==> src/rtl/bcd_counter.sv <==
// rtl/bcd_counter.sv - single-digit free-running decimal counter with terminal-count decode
module bcd_counter #(
    parameter int unsigned MAX_COUNT   = 9,
    parameter int unsigned RESET_VALUE = 0
) (
    input  logic       clk,
    input  logic       reset,
    output logic [3:0] dout,
    output logic       tc
);

    localparam logic [3:0] MAX_C = 4'(MAX_COUNT);
    localparam logic [3:0] RST_V = 4'(RESET_VALUE);

    // Declaration initialiser gives a defined digit even if reset is never asserted.
    logic [3:0] count_q = RST_V;
    logic [3:0] count_d;

    // The >= compare folds the wrap and the recovery from illegal codes into one branch.
    always_comb begin
        count_d = count_q + 4'd1;
        if (reset) begin
            count_d = RST_V;
        end else if (count_q >= MAX_C) begin
            count_d = 4'd0;
        end
    end

    always_ff @(posedge clk) begin
        count_q <= count_d;
    end

    assign dout = count_q;
    assign tc   = (count_q == MAX_C);

endmodule

==> config.mk <==
export PLATFORM = sky130hd
export DESIGN_NAME = bcd_counter
export DESIGN_NICKNAME = d
export VERILOG_FILES = /design/src/rtl/bcd_counter.sv
export SDC_FILE = /design/constraint.sdc
export NUM_CORES = 1
export LEC_CHECK = 0
export BUFFER_PORTS_ARGS = -buffer_cell sky130_fd_sc_hd__buf_4
export CORE_AREA = 2 2 39 41
export DETAILED_ROUTE_END_ITERATION = 10
export DIE_AREA = 0 0 41 43
export SYNTH_ARGS = -nofsm -noshare
export SYNTH_HDL_FRONTEND = slang
export SYNTH_SLANG_ARGS = --single-unit
==> constraint.sdc <==
create_clock -name clk -period 2.6 [get_ports clk]
set_clock_uncertainty 0.2 [all_clocks]
set_input_delay 0.39 -clock clk [delete_from_list [all_inputs] [get_ports clk]]
set_output_delay 0.39 -clock clk [all_outputs]
set_load 0.01 [all_outputs]
==> metrics.cfg <==
[power_and_ir_drop]
p_sw_mw=0.0987
leakage_nw=0.140
powerDensity_mw_per_mm2=935
p_sw_share_pct=34.9
ir_worst_vdd_mv=0.235
clockPowerShare_pct=26.3
pwr-share-seq_pct=35.9
p_int_mw=0.184
p_comb_share_pct=37.8

[routing]
via_count=192
dr.pass1.iters=2
postRouteAntennaNets=0
drt_iter0_drc=4
vias_per_cell=3.76
drc=0
routed_wl_um=421
wl_per_cell_um=8.25

[clocking]
clkLatencyLatePin_ns=0.23
hold_buffers=0
ctsResizeCount=0
post_cts_buffers=0
cts_num_sinks=4
cts_buffer_depth=2
htree_levels=1
clkTransAtPathRegs_ns=0.04
cts_tree=built
root_buffer=clkbuf_4
cts_made_buffers=3

[logic_synthesis]
synth_simple_gate_area_share_pct=27.3
avgSynthCellArea_sq_um=8.28
ys_types=12
ys_seq_area_share_pct=37.2
syn_inst=26
synth_top_area_share_pct=37.2
synth_seq_cells=4
synth_top_family_by_area=simple AND/OR/NAND/NOR gates
synth_warnings=0
synth_compound_area_share_pct=11.0
synthMuxAreaShare_pct=0
synth-xor-area-share_pct=0
ys_top_cells_by_area=dfxtp_1, ha_1, nor2_1
netlist_area_sq_um=215
synth_top_area_cell=dfxtp_1
synth_fa_ha_area_share_pct=17.4
syn_nets=31

[worst_hold_path]
hold_end=dout[3]
hp-start=reset
hold_path_class=in -> reg
whs_path_depth=2

[critical_path]
reg2reg_depth=5
cp_top_family=flip-flops
path_max_fanout=6
startpoint=dout[0]
slowest_stage=dfxtp_1
r2r_slack_ns=1.23
start_kind=flip-flop
path_class=reg -> out
r2r_end=dout[0]
end_kind=output pin
cp.buffers_inverters=1
cp_slowest_stage_delay_ns=0.42
critPathRequiredTime_ns=2.01
crit_chain=ha_1 -> nand2_1 -> nor2_1 -> buf_4
cp_data_arrival_time_ns=1.14
reg2reg_from=dout[0]

[placement]
preCtsSetupSlack_ns=1.09
place.gp.congestion=0.671
dp_hpwl_um=357
io_buffers=6

[layout]
nNetsFinal=42
diodes=0
drive_above_1_share_pct=31.4
synthToLayoutAreaGrowth_pct=40.7
largest_reg_flops=4
layout.filler_cells=158

[job]
maxCapViolations=0

[global_route]
antenna_found_initial=0
grt_max_degree=8
grt_util_all_layers_pct=6.21
first_global_vias=176
grt.overflow.total=0
grt_pass1_wl_um=641

[timing]
setup_violations=0
timing.final.crit_share_pct=66.4
final.min_clock_period_ns=1.73
drv_slew=0
rsz0062_at_grt=no
max_freq_ghz=0.579
maxSlewHeadroom_pct=85.8
hold_slack_ns=0.144
hold_viol=0
setup-tns-final_ns=0
setup_ws_ns=0.874
worst_slew_pin_slew_ns=0.213

[die]
coreArea_sq_mm=0.00138
start_util_pct=15.6
num_rows=14
die_h_um=43
fp.dieArea_sq_mm=0.00176
ioPinCount=7
die_w_um=41

[outcome]
status=finished clean

[per-stage QoR]
step                instances  power [mW]  area (sq um)  util [%]
global route               51       0.314           303      21.9
finish                     51       0.283           303      21.9
detailed placement         48       0.214           280      20.3
global placement           48       0.209           280      20.3
CTS                        51       0.292           303      21.9
floorplan                  26       0.168           215         -
[worst max path at each step]
stage	to	slack, ns	depth (start not counted)
5_1_grt	tc	0.77	4
3_5_place_dp	tc	1.09	4
3_3_place_gp	tc	1.12	4
2_1_floorplan	tc	1.15	3
4_1_cts	tc	0.83	4
6_report	tc	0.87	4
[Yosys cell counts]
library cell	n
nor2b_1	1
nand4_1	1
nand2_1	1
inv_1	4
a21oi_2	1
ha_1	3
nand3b_1	2
dfxtp_1	4
o21ai_1	1
nor2b_2	1
a21oi_1	2
nor2_1	5
[cell usage in the layout (no fill, tap or decap)]
cell type  count
nor2b_1        1
a21oi_2        1
clkbuf_4       3
ha_1           3
nand4_1        1
dfxtp_1        4
a21oi_1        2
o21ai_1        1
nand3b_1       2
nand2_1        1
inv_1          4
nor2b_2        1
buf_4          6
nor2_1         5
[power by group through the flow]
stage / clock [mW] / combinational [mW] / sequential, mW
3_3_place_gp: 0 / 0.106 / 0.102
5_1_grt: 0.0849 / 0.124 / 0.106
4_1_cts: 0.0785 / 0.111 / 0.102
3_5_place_dp: 0 / 0.110 / 0.104
2_1_floorplan: 0 / 0.0610 / 0.107
6_report: 0.0744 / 0.107 / 0.102
[routing by layer]
layer  routed length [um]  part of all wire [%]  up-vias  GRT usage, %
met5                    0                     0        -             0
met4                    0                     0        0          8.00
met3                   35                   8.3        0          3.14
met2                  224                    53        4          8.75
met1                  160                    38       86          5.11
li1                     -                     -      102             -
[cell families after synthesis]
group	Yosys count
AOI/OAI and AO/OA	4
adders and majority gates	3
buffers and inverters	4
DFF	4
and+or+nand+nor	11
[final cells by class]
cell class	instances	area (sq um)	area share, %
well taps	16	20.0	6.61
flip-flops and latches	4	80.1	26.4
multi-input cells	18	120	39.7
clock buffers	3	22.5	7.44
inverters	4	15.0	4.96
repair buffers	6	45.0	14.9
Power figures use the tool's default switching activity.
